<file path="src/rtl/reg_readout_pkg.sv">
// Shared definitions for the register read-out serializer: FSM states,
// default word width and the bit-index width helper.
package reg_readout_pkg;

    localparam int DEFAULT_WIDTH = 32;

    typedef enum logic [1:0] {
        ST_IDLE  = 2'd0,
        ST_SHIFT = 2'd1,
        ST_DONE  = 2'd2
    } state_t;

    // Width of the bit index; WIDTH is at least 2, so this is never zero.
    function automatic int idx_width(input int width);
        return $clog2(width);
    endfunction

endpackage

</file>
<file path="src/rtl/shift_bit_counter.sv">
// Counts bits accepted in the current word. Cleared on load, saturates at
// WIDTH-1 and flags that terminal value so the FSM knows the last bit is out.
module shift_bit_counter
    import reg_readout_pkg::*;
#(
    parameter int WIDTH = DEFAULT_WIDTH
) (
    input  logic                          clk,
    input  logic                          reset,
    input  logic                          i_clr,
    input  logic                          i_inc,
    output logic [idx_width(WIDTH)-1:0]   o_count,
    output logic                          o_last
);

    localparam int CW = idx_width(WIDTH);
    localparam logic [CW-1:0] LAST_IDX = CW'(WIDTH - 1);

    logic [CW-1:0] r_count;

    always_ff @(posedge clk) begin
        if (reset) begin
            r_count <= '0;
        end else if (i_clr) begin
            r_count <= '0;
        end else if (i_inc && !o_last) begin
            r_count <= r_count + CW'(1);
        end
    end

    assign o_count = r_count;
    assign o_last  = (r_count == LAST_IDX);

endmodule

</file>
<file path="src/rtl/reg_readout_serializer.sv">
// Snapshots a parallel register word into a shadow register and streams it
// out one bit per accepted valid/ready transfer.
module reg_readout_serializer
    import reg_readout_pkg::*;
#(
    parameter int WIDTH     = DEFAULT_WIDTH,
    parameter bit MSB_FIRST = 1'b1
) (
    input  logic                          clk,
    input  logic                          reset,
    input  logic                          rd_req,
    input  logic [WIDTH-1:0]              rd_data,
    output logic                          rd_ack,
    output logic                          busy,
    output logic                          sout,
    output logic                          sout_valid,
    input  logic                          sout_ready,
    output logic [idx_width(WIDTH)-1:0]   bit_idx,
    output logic                          done
);

    state_t           r_state;
    state_t           w_state_next;
    logic [WIDTH-1:0] r_shadow;
    logic             r_rd_ack;
    logic             w_load;
    logic             w_xfer;
    logic             w_last;

    always_ff @(posedge clk) begin
        if (reset) begin
            r_state <= ST_IDLE;
        end else begin
            r_state <= w_state_next;
        end
    end

    always_comb begin
        w_state_next = r_state;
        w_load       = 1'b0;
        w_xfer       = 1'b0;
        case (r_state)
            ST_IDLE: begin
                if (rd_req) begin
                    w_load       = 1'b1;
                    w_state_next = ST_SHIFT;
                end
            end
            ST_SHIFT: begin
                if (sout_ready) begin
                    w_xfer = 1'b1;
                    if (w_last) begin
                        w_state_next = ST_DONE;
                    end
                end
            end
            ST_DONE: begin
                w_state_next = ST_IDLE;
            end
            default: begin
                w_state_next = ST_IDLE;
            end
        endcase
    end

    // Zero fill means the shadow is all zeros once a word has fully drained,
    // so sout can be taken straight from the output end in every state.
    always_ff @(posedge clk) begin
        if (reset) begin
            r_shadow <= '0;
            r_rd_ack <= 1'b0;
        end else begin
            r_rd_ack <= w_load;
            if (w_load) begin
                r_shadow <= rd_data;
            end else if (w_xfer) begin
                if (MSB_FIRST) begin
                    r_shadow <= {r_shadow[WIDTH-2:0], 1'b0};
                end else begin
                    r_shadow <= {1'b0, r_shadow[WIDTH-1:1]};
                end
            end
        end
    end

    shift_bit_counter #(
        .WIDTH (WIDTH)
    ) u_counter (
        .clk     (clk),
        .reset   (reset),
        .i_clr   (w_load),
        .i_inc   (w_xfer),
        .o_count (bit_idx),
        .o_last  (w_last)
    );

    assign rd_ack     = r_rd_ack;
    assign busy       = (r_state != ST_IDLE);
    assign sout_valid = (r_state == ST_SHIFT);
    assign done       = (r_state == ST_DONE);
    assign sout       = MSB_FIRST ? r_shadow[WIDTH-1] : r_shadow[0];

endmodule

</file>
<file path="config.mk">
export PLATFORM = sky130hd
export DESIGN_NAME = reg_readout_serializer
export DESIGN_NICKNAME = d
export VERILOG_FILES = /design/src/rtl/reg_readout_pkg.sv /design/src/rtl/shift_bit_counter.sv /design/src/rtl/reg_readout_serializer.sv
export SDC_FILE = /design/constraint.sdc
export NUM_CORES = 1
export LEC_CHECK = 0
export ABC_AREA = 1
export BUFFER_PORTS_ARGS = -buffer_cell sky130_fd_sc_hd__buf_4
export CORE_MARGIN = 2
export CORE_UTILIZATION = 28
export CTS_BUF_LIST = sky130_fd_sc_hd__clkbuf_4 sky130_fd_sc_hd__clkbuf_8
export DETAILED_ROUTE_END_ITERATION = 10
export PLACE_DENSITY_LB_ADDON = 0.3
export RECOVER_POWER = 100
export SYNTH_ARGS = -nofsm -noshare
export SYNTH_HDL_FRONTEND = slang
export SYNTH_SLANG_ARGS = --single-unit
</file>
<file path="constraint.sdc">
create_clock -name clk -period 3.24 [get_ports clk]
set_clock_uncertainty 0.1 [all_clocks]
set_input_delay 0.324 -clock clk [delete_from_list [all_inputs] [get_ports clk]]
set_output_delay 0.324 -clock clk [all_outputs]
set_load 0.005 [all_outputs]
</file>
[After elaboration in Yosys (flattened, before gate mapping)]
Index checks and enable logic that the tools add are counted.
Widths: inputs -> output; s select.
Operators by class
  reductions and logical operators: 7
  bitwise gates (word level): 0
  equal/unequal tests: 6
  multiplexer cells: 10
  shift operators: 0
  multiply operators: 0
  add/sub/neg operators: 1
  $lt $le $gt $ge: 0
  divide/modulo/power cells: 0
Operators by type and width (number)
  $mux 32: 2
  $mux 2: 3
  $add 5x1->5 const B: 1
  $eq 5x5->1 const B: 1
  $mux 1: 4
  $ne 2x1->1 const B: 2
  $pmux 2 s2: 1
  $reduce_bool 2->1: 2
  $reduce_and 3->1: 1
  $eq 2x1->1 const B: 1
  $eq 2x2->1 const B: 1
  $logic_not 2->1: 1
  $ne 2x2->1 const B: 1
  $reduce_or 2->1: 1
  $logic_and 1x1->1: 1
  $logic_not 1->1: 1
Storage, ports and cells
  input bits: 36
  bits in latches: 0
  output and inout port bits: 10
  bits in read-only memories: 0
  register bits: 40
  logic and storage cells: 28
  memories: 0
  RAM bits: 0

[Depth between registers and ports, before layout]
Gate-level depths: netlist of the first run.
  word-level depth: 4
  mapped depth: 7
  gate-level depth less buffers: 7

[Cells and area by module]
From an unflattened synthesis of the first run, not the netlist that was laid out.
Second synthesis, totals
  cell total of the unflattened synthesis: 324
  area, all modules: 2351.0 um^2
By module, submodules not included
  reg_readout_serializer: times used 1, area an instance 2100.8 um^2, sequential area each 700.7 um^2, cells each 290
  shift_bit_counter: times used 1, area an instance 250.2 um^2, sequential area each 100.1 um^2, cells each 34

[Worst setup path after synthesis of the first run]
No wires, ideal clock.
  kind: register to register
  start point: reg u_counter.r_count[0] (netlist: u_counter.o_count[0])
  end point: reg u_counter.r_count[1] (netlist: u_counter.o_count[1])
  required time: 3.024 ns
  cell stages (with the launch flop): 8
  data arrival time: 1.214 ns
  setup time: 0.116 ns
  path slack: 1.810 ns
  clock period less this slack: 1.430 ns
  buffers on the path: 0
  cell sequence: dfxtp_1 > ha_1 > nand2_1 > nor2_1 > ha_1 > nand3b_1 > nor2_1 > nor2_1
On the way
  cells in the longest elaborated chain, start to end: 3
  elaborated cells on any way between the ends: 4
  those cells by class: add/sub: 1; eq/ne: 1; reduce/logical: 2
RTL lines
  start, declared: RTL line shift_bit_counter.sv:19  | logic [CW-1:0] r_count;
  start signal, assigned: RTL line shift_bit_counter.sv:27  | r_count <= r_count + CW'(1);
  parallel branches: the longest is 3 deep, another holds $add 5x1->5
Parallel ways; which one is timed is not known.
A chain may end at the register's enable or synchronous reset.

[Worst setup path in the final report of the first run]
  start point: reg r_state[0]
  end point: reg r_shadow[16]
On the way
  cells in the longest elaborated chain, start to end: 3
  elaborated cells on any way between the ends: 6
  those cells by class: eq/ne: 1; mux: 3; reduce/logical: 2
RTL lines
  start, declared: RTL line reg_readout_serializer.sv:22  | state_t r_state;
  start signal, assigned: RTL line reg_readout_serializer.sv:34  | r_state <= w_state_next;
  $eq 2x1->1 / $logic_not 2->1 (equally long branches): RTL line reg_readout_serializer.sv:42  | case (r_state)
  $mux 1: RTL line reg_readout_serializer.sv:42
  $reduce_bool 2->1 (no line) / $mux 32 (equally long branches)
  end signal, assigned: RTL line reg_readout_serializer.sv:75  | r_shadow <= rd_data;
  end signal, assigned: RTL line reg_readout_serializer.sv:78  | r_shadow <= {r_shadow[WIDTH-2:0], 1'b0};
  end signal, assigned: RTL line reg_readout_serializer.sv:80  | r_shadow <= {1'b0, r_shadow[WIDTH-1:1]};
  end, declared: RTL line reg_readout_serializer.sv:24  | logic [WIDTH-1:0] r_shadow;
Parallel ways exist; a longest one is shown, timed or not.

==> out/qor.yml, run 1 <==
status:
  status: "finished clean"
die:
  ioPinCount: 46
  die-area_mm2: 0.00816
  fp-row-count: 31
  die_x_um: 90.4
  die_h_um: 90.4
  initial_core_util_pct: 28.8
  coreArea_mm2: 0.00725
place:
  dp_hpwl_um: 3110
  gp_congestion: 0.784
  port_buffers: 45
clock_network:
  cts_setup_buffers: 0
  clock_latency_ps: 290
  path_clk_slew_ps: 80
  ctsRootBufferMaster: "clkbuf_8"
  clock_path_buffers: 2
  cts-resized-gates: 0
  cts_tree: "yes"
  cts_buffers: 5
  cts.sinks: 40
  htreeDepth: 2
  ctsHoldBuffers: 0
timing:
  fmax_mhz: 429
  min_period_over_period_pct: 72.0
  rsz0062_at_grt: "false"
  fin_crit_ps: 2330
  drv_slew: 0
  setup_viol: 0
  timing.final.hold_violations: 0
  setup-tns-final_ps: 0
  slew_headroom_pct: 39.6
  worst_pin_slew_ps: 906
global_routing:
  grt_first_pass_wirelength_um: 8140
  grt_pass1_vias: 1843
  gr-total-overflow: 0
  grt_usage_pct: 11.7
  grt_max_degree: 37
  antenna_found_initial: 0
yosys:
  syn_nets: 364
  syn_area_mm2: 0.00209
  ys.warnings.count: 0
  yosysUniqueCellTypes: 19
  syn_inst: 326
  synth_seq_cells: 40
  yosysSeqAreaShare_pct: 38.3
  syn_avg_cell_area_um2: 6.41
drt:
  dr.pass1.iters: 4
  drt_iter0_markers: 75
  drc: 0
  postRouteAntennaNets: 0
  drt_wl_total_um: 4690
  vias_per_cell: 4.34
  num_vias: 1994
  wire_per_inst_um: 10.2
finish:
  syn_to_final_growth_pct: 22.5
  drive_above_1_share_pct: 15.8
  finalNetCount: 397
  final_cell_mix: "74 x nand2_1, 69 x inv_1, 63 x nand3_1"
  fillers: 819
  layout_commonest_cell: "nand2_1"
  diodes: 0
  post-route-util_pct: 35.3
power:
  powerDensity_mw_per_mm2: 453
  p_leak_nw: 1.23
  worst_ir_drop_vdd_mv: 0.189
worst_setup_path:
  required_ps: 3360
  crit_path_max_incr_delay_ps: 760
  cpMostUsedCell: "nand2_4"
  critPathKind: "reg2reg"
  cp-end-kind: "register"
  crit_family: "simple AND/OR/NAND/NOR gates"
  crit_buf_inv: 1
  start_kind: "register"
  slowest_stage: "inv_1"
  crit_arrival_ps: 2450
  path_max_fanout: 34
  worstPathCellList: "nor2_1 -> nand2_4 -> nand2_4 -> inv_1 -> nand2_1 -> a21oi_1"
worst_hold_path:
  worstHoldPathType: "in2reg"
job:
  drv_cap: 0
## cell families (layout without fill, tap and decap cells)
group,after synthesis,count (layout),share of synthesized area (%)
xor gates and xnor gates,1,1,0.419
DFF,40,40,38.3
buffers and inverters,89,123,17.4
AOI/OAI and AO/OA,37,37,8.87
adders and majority gates,2,2,1.20
and+or+nand+nor,157,157,33.8
## Yosys cell counts
cell type,count,share of area (%)
nor2_1,13,2.3
dfxtp_1,40,38
nand4_1,1,0.30
inv_1,68,12
nand2_4,2,1.1
nand3_2,1,0.48
ha_1,2,1.2
nand3_1,63,15
buf_2,8,1.9
o21ai_0,2,0.48
nand3b_1,1,0.36
nand2_1,74,13
clkbuf_1,7,1.3
xor2_1,1,0.42
buf_4,5,1.8
a21oi_1,35,8.4
nor2_4,1,0.54
nor4_1,1,0.30
inv_2,1,0.18
## state kept, by name (all words and copies together) (netlist names)
name               flops
r_state                2
rd_ack                 1
u_counter.o_count      5
r_shadow              32
## worst paths after layout
path | start | to | slack, ps | depth (start not counted)
worst max-delay path | r_state[0] | r_shadow[16] | 910 | 6
worst min-delay path | rd_data[0] | r_shadow[0] | 190 | 3
worst max register to register | r_state[0] | r_shadow[16] | 910 | 6
worst min register to register | r_shadow[26] | r_shadow[26] | 370 | 2
## area by class of cell
cell class	instances	area [µm²]	share of cell area (%)
Multi-Input combinational cell	197	917	35.9
Timing Repair Buffer	46	345	13.5
Tap cell	99	124	4.84
Clock buffer	5	68.8	2.69
Inverter	69	259	10.1
Clock inverter	3	42.5	1.66
Sequential cell	40	801	31.3
## metal layers
metal / track usage, % / share of wire (%)
met5: 0 / 0
met4: 2.95 / 0.55
met3: 3.17 / 4.5
met2: 18.7 / 45
met1: 15.7 / 49
## worst register-to-register path: stages, from the launching register on
cell,delay [ps]
dfxtp_1,390
nor2_1,110
nand2_4,300
nand2_4,310
inv_1,760
nand2_1,100
a21oi_1,190
## where the power goes
part	total [W]	internal [W]	switching [W]
logic	0.000206	0.0000850	0.000121
clock network	0.000409	0.000228	0.000181
registers	0.000542	0.000525	0.0000170
total	0.00116	0.000838	0.000320
## through the flow
step	power [W]	area, µm²	hold slack, ps	cells	worst slack (ps)
after detailed placement	0.000765	2450	356	451	1080
after CTS	0.00118	2560	180	459	1190
after floorplan	0.000703	2090	344	326	1810
final	0.00116	2560	190	459	906
after global routing	0.00123	2560	201	459	579
after global placement	0.000763	2450	352	451	1100
Power figures use the tool's default switching activity.
==> run 2, diff against run 1 <==
- clock period: 3.24 -> 2.4 ns (I/O delays scaled with it)
==> out/qor.yml, run 2 (same netlist as run 1, synthesis figures left out) <==
status:
  status: "finished clean"
clock_network:
  ctsHoldBuffers: 0  # unchanged
  cts_buffers: 5  # unchanged
  clock_latency_ps: 290  # about the same
  cts-resized-gates: 0  # unchanged
  ctsRootBufferMaster: "clkbuf_8"
  cts_tree: "yes"
  htreeDepth: 2  # unchanged
  cts_setup_buffers: 0  # unchanged
  clock_path_buffers: 2  # unchanged
  cts.sinks: 40  # unchanged
  path_clk_slew_ps: 80  # about the same
global_routing:
  grt_pass1_vias: 1834  # -0.49%
  antenna_found_initial: 0  # unchanged
  grt_first_pass_wirelength_um: 8290  # +1.8%
  grt_usage_pct: 12.3  # +0.53 points
  gr-total-overflow: 0  # unchanged
  grt_max_degree: 37  # unchanged
timing:
  worst_pin_slew_ps: 698  # -207 ps
  fin_crit_ps: 2030
  rsz0062_at_grt: "false"
  fmax_mhz: 492
  drv_slew: 0  # unchanged
  setup_viol: 0  # unchanged
  setup_ws_ps: 367  # -540 ps
  holdWs_ps: 137  # -53.4 ps
  min_period_over_period_pct: 84.7
  timing.final.hold_violations: 0  # unchanged
  slew_headroom_pct: 53.4  # +14 points
  setup-tns-final_ps: 0  # unchanged
worst_setup_path:
  cp-end-kind: "output port"
  endpoint: "busy"
  required_ps: 2060  # -1300 ps
  slowest_stage: "clkbuf_2"
  reg2regPathDepth: 7  # +1
  worst-path-stages: 4  # -2
  crit_buf_inv: 3  # +2
  crit_family: "buffers and inverters"
  r2r_slack_ps: 560  # -350 ps
  r2r_start: "r_state[0]"
  critPathKind: "reg2out"
  worstPathCellList: "nor2_1 -> clkbuf_2 -> inv_1 -> buf_4"
  start_kind: "register"
  r2r_end: "u_counter.o_count[3]"
  path_max_fanout: 32  # -5.9%
  crit_path_max_incr_delay_ps: 560  # -200 ps
  critPathLaunch: "r_state[0]"
  crit_arrival_ps: 1690  # -760 ps
place:
  gp_congestion: 0.760  # -3.1%
  port_buffers: 45  # unchanged
  dp_hpwl_um: 3130  # +0.60%
  pre_cts_slack_ps: 649  # -429 ps
  placed_area_mm2: 0.00246  # +0.31%
die:
  die_x_um: 90.4  # unchanged
  coreArea_mm2: 0.00725  # unchanged
  die-area_mm2: 0.00816  # unchanged
  die_h_um: 90.4  # unchanged
  ioPinCount: 46  # unchanged
  fp-row-count: 31  # unchanged
  initial_core_util_pct: 28.8  # unchanged
drt:
  top_layer: "met4"
  wl_met1_um: 2370  # +1.9%
  drc: 0  # unchanged
  wl_met2_um: 2210  # +3.7%
  drt_wl_total_um: 4850  # +3.3%
  vias_per_cell: 4.37  # +0.53%
  postRouteAntennaNets: 0  # unchanged
  dr.pass1.iters: 4  # unchanged
  met3_length_um: 210  # -0.47%
  drt_iter0_markers: 123  # +64%
  num_vias: 2009  # +0.75%
  wire_per_inst_um: 10.5  # +3.0%
worst_hold_path:
  worstHoldPathType: "in2reg"
finish:
  final_cell_mix: "74 x nand2_1, 68 x inv_1, 63 x nand3_1"
  drive_above_1_share_pct: 16.3  # +0.51 points
  fin_area_mm2: 0.00254  # -0.83%
  syn_to_final_growth_pct: 21.4
  layout_commonest_cell: "nand2_1"
  regMostFlops: "r_shadow"
  largest_reg_flops: 32  # unchanged
  diodes: 0  # unchanged
  finalNetCount: 398  # +0.25%
power:
  p_leak_nw: 1.23  # -0.30%
  worst_ir_drop_vdd_mv: 0.301  # +59%
  powerDensity_mw_per_mm2: 577  # +27%
job:
  drv_cap: 0  # unchanged
## run 2: where the power goes
| part | switching, W | internal [W] | leakage (nW) | total (W) |
|---|---|---|---|---|
| sequential | 0.0000232 | 0.000709 | 0.327 | 0.000733 |
| clock | 0.000244 | 0.000203 | 0.0479 | 0.000446 |
| combinational | 0.000168 | 0.000116 | 0.855 | 0.000283 |
## run 2: worst min-delay path by stage
stage                        end  slack, ps  cells past startpoint         start
finish               r_shadow[0]        140                      3    rd_data[0]
global route         r_shadow[0]        130                      3    rd_data[0]
CTS                  r_shadow[0]        120                      3    rd_data[0]
detailed placement  r_shadow[14]        360                      2  r_shadow[14]
global placement    r_shadow[19]        350                      2  r_shadow[19]
floorplan            r_shadow[0]        280                      2    rd_data[0]
## run 2: layer usage
layer	vias to the layer above	global-route usage, %
met5	-	0
met4	0	4.23
met3	5	3.17
met2	36	20.5
met1	902	15.3
li1	1066	-
## run 2: final cells by class
class / instances / area [µm²]
multi-input combinational: 197 / 917
fill: 814 / 4720
sequential: 40 / 801
tap: 99 / 124
timing repair buffer: 47 / 348
clock buffer: 5 / 68.8
clock inverter: 3 / 18.8
inverter: 69 / 259
## run 2: worst min-delay path: stages
cell     delay (ps)
buf_4           100
nand2_1          80
a21oi_1          60
## run 2: per-stage QoR
stage	utilization, %	cells	total power (W)
after floorplan	-	326	0.000949
after global placement	33.9	452	0.00103
after detailed placement	33.9	452	0.00104
after CTS	35.1	460	0.00149
after global routing	35.0	460	0.00156
final	35.0	460	0.00146
==> run 3, diff against run 2 <==
- clock period: 2.4 -> 1.8 ns (I/O delays scaled with it)
==> out/qor.yml, run 3 (same netlist as run 1, synthesis figures left out) <==
drt:
  drt_wl_total_um: 5050  # +4.2%
  dr.pass1.iters: 4  # unchanged
  drt_iter0_markers: 116  # -5.7%
  postRouteAntennaNets: 0  # unchanged
  wire_per_inst_um: 10.9  # +3.7%
  vias_per_cell: 4.37  # about the same
  drc: 0  # unchanged
  num_vias: 2017  # +0.40%
worst_setup_path:
  r2r_start: "u_counter.o_count[0]"
  required_ps: 1520  # -540 ps
  path_max_fanout: 32  # unchanged
  crit_path_max_incr_delay_ps: 360  # -200 ps
  critPathKind: "reg2out"
  crit_arrival_ps: 1340  # -350 ps
  worstPathCellList: "nor2_4 -> buf_4 -> inv_1 -> clkbuf_4"
  cp-end-kind: "output port"
  slowest_stage: "dfxtp_1"
  critPathLaunch: "r_state[1]"
  crit_buf_inv: 3  # unchanged
  start_kind: "register"
  crit_family: "buffers and inverters"
place:
  port_buffers: 45  # unchanged
  placed_area_mm2: 0.00248  # +0.61%
  gp_congestion: 0.739  # -2.7%
  dp.cells: 454  # +0.44%
  dp_hpwl_um: 3310  # +5.7%
finish:
  stdcell_count: 462  # +0.43%
  final_cell_mix: "74 x nand2_1, 68 x inv_1, 63 x nand3_1"
  drive_above_1_share_pct: 16.8  # +0.46 points
  regMostFlops: "r_shadow"
  fin_area_mm2: 0.00260  # +2.5%
  layout_commonest_cell: "nand2_1"
  diodes: 0  # unchanged
  largest_reg_flops: 32  # unchanged
  syn_to_final_growth_pct: 24.4
  finalNetCount: 400  # +0.50%
  fillers: 811  # -0.37%
global_routing:
  grt_usage_pct: 12.7  # +0.45 points
  grt_first_pass_wirelength_um: 8650  # +4.4%
  grt_pass1_vias: 1931  # +5.3%
  gr-total-overflow: 0  # unchanged
  antenna_found_initial: 0  # unchanged
  grt_max_degree: 37  # unchanged
clock_network:
  path_clk_slew_ps: 70  # about the same
  cts-resized-gates: 0  # unchanged
  ctsRootBufferMaster: "clkbuf_8"
  ctsHoldBuffers: 0  # unchanged
  cts_setup_buffers: 0  # unchanged
  clock_path_buffers: 2  # unchanged
  cts_tree: "yes"
  clock_latency_ps: 280  # about the same
  htreeDepth: 2  # unchanged
  cts_buffers: 5  # unchanged
  cts.sinks: 40  # unchanged
die:
  die-area_mm2: 0.00816  # unchanged
  coreArea_mm2: 0.00725  # unchanged
  die_x_um: 90.4  # unchanged
  initial_core_util_pct: 28.8  # unchanged
  ioPinCount: 46  # unchanged
  fp-row-count: 31  # unchanged
  die_h_um: 90.4  # unchanged
timing:
  timing.final.hold_violations: 0  # unchanged
  setup-tns-final_ps: 0  # unchanged
  fmax_mhz: 619
  worst_pin_slew_ps: 510  # -188 ps
  min_period_over_period_pct: 89.7
  setup_viol: 0  # unchanged
  fin_crit_ps: 1620
  slew_headroom_pct: 66.0  # +13 points
  rsz0062_at_grt: "false"
  drv_slew: 0  # unchanged
power:
  p_sw_share_pct: 26.2  # -3.5 points
  p_comb_share_pct: 17.9  # -1.5 points
  p_int_w: 0.00160  # +55%
  power_w: 0.00216  # +48%
  power.share.clock_pct: 36.8  # +6.3 points
  powerDensity_mw_per_mm2: 831  # +44%
  worst_ir_drop_vdd_mv: 0.289  # -4.0%
  power.switching_w: 0.000565  # +30%
  seqPwrFrac_pct: 45.3  # -4.8 points
  p_leak_nw: 1.26  # +2.1%
worst_hold_path:
  min_from: "rd_data[0]"
  worstHoldPathType: "in2reg"
job:
  drv_cap: 0  # unchanged
status:
  status: "finished clean"
[run 3: routing by layer]
| metal | wire length [µm] | track usage [%] | vias up |
|---|---|---|---|
| li1 | - | - | 1070 |
| met4 | 27 | 3.46 | 0 |
| met1 | 2490 | 16.6 | 904 |
| met5 | 0 | 0 | - |
| met3 | 217 | 3.17 | 2 |
| met2 | 2310 | 20.9 | 41 |
[run 3: final timing paths]
path | cells after the start | slack [ps] | endpoint
hold / removal | 3 | 50 | r_shadow[0]
setup / recovery | 4 | 180 | busy
hold reg to reg | 2 | 370 | r_shadow[18]
setup reg to reg | 7 | 190 | u_counter.o_count[3]
[run 3: cell type report]
type	count	area, µm²	share of cell area (%)
tap	99	124	4.77
multi-input combinational	197	925	35.6
sequential	40	801	30.8
inverter	69	259	9.97
clock inverter	1	30.0	1.16
clock buffer	7	96.3	3.71
timing repair buffer	49	364	14.0
[run 3: worst reg2reg max path, stage by stage, from the launching register on]
cell      delay [ps]
dfxtp_1          420
ha_1             210
nand2_1           60
nor2_1           130
ha_1             190
nand3b_1         220
nand2_1           80
a21oi_1          140
[run 3: through the flow]
stage	util, %	hold WS (ps)	setup WS (ps)
2_1_floorplan	-	218	370
3_3_place_gp	34.1	345	244
3_5_place_dp	34.1	355	206
4_1_cts	35.9	47.6	151
5_1_grt	35.8	53.5	33.7
6_report	35.8	53.9	185
[run 3: power by group through the flow]
| stage | Sequential, W | Clock (W) | Combinational [W] |
|---|---|---|---|
| 2_1_floorplan | 0.000992 | 0 | 0.000272 |
| 6_report | 0.000979 | 0.000794 | 0.000388 |
| 4_1_cts | 0.000979 | 0.000813 | 0.000394 |
| 3_5_place_dp | 0.000999 | 0 | 0.000392 |
| 3_3_place_gp | 0.000997 | 0 | 0.000386 |
| 5_1_grt | 0.000987 | 0.000849 | 0.000448 |
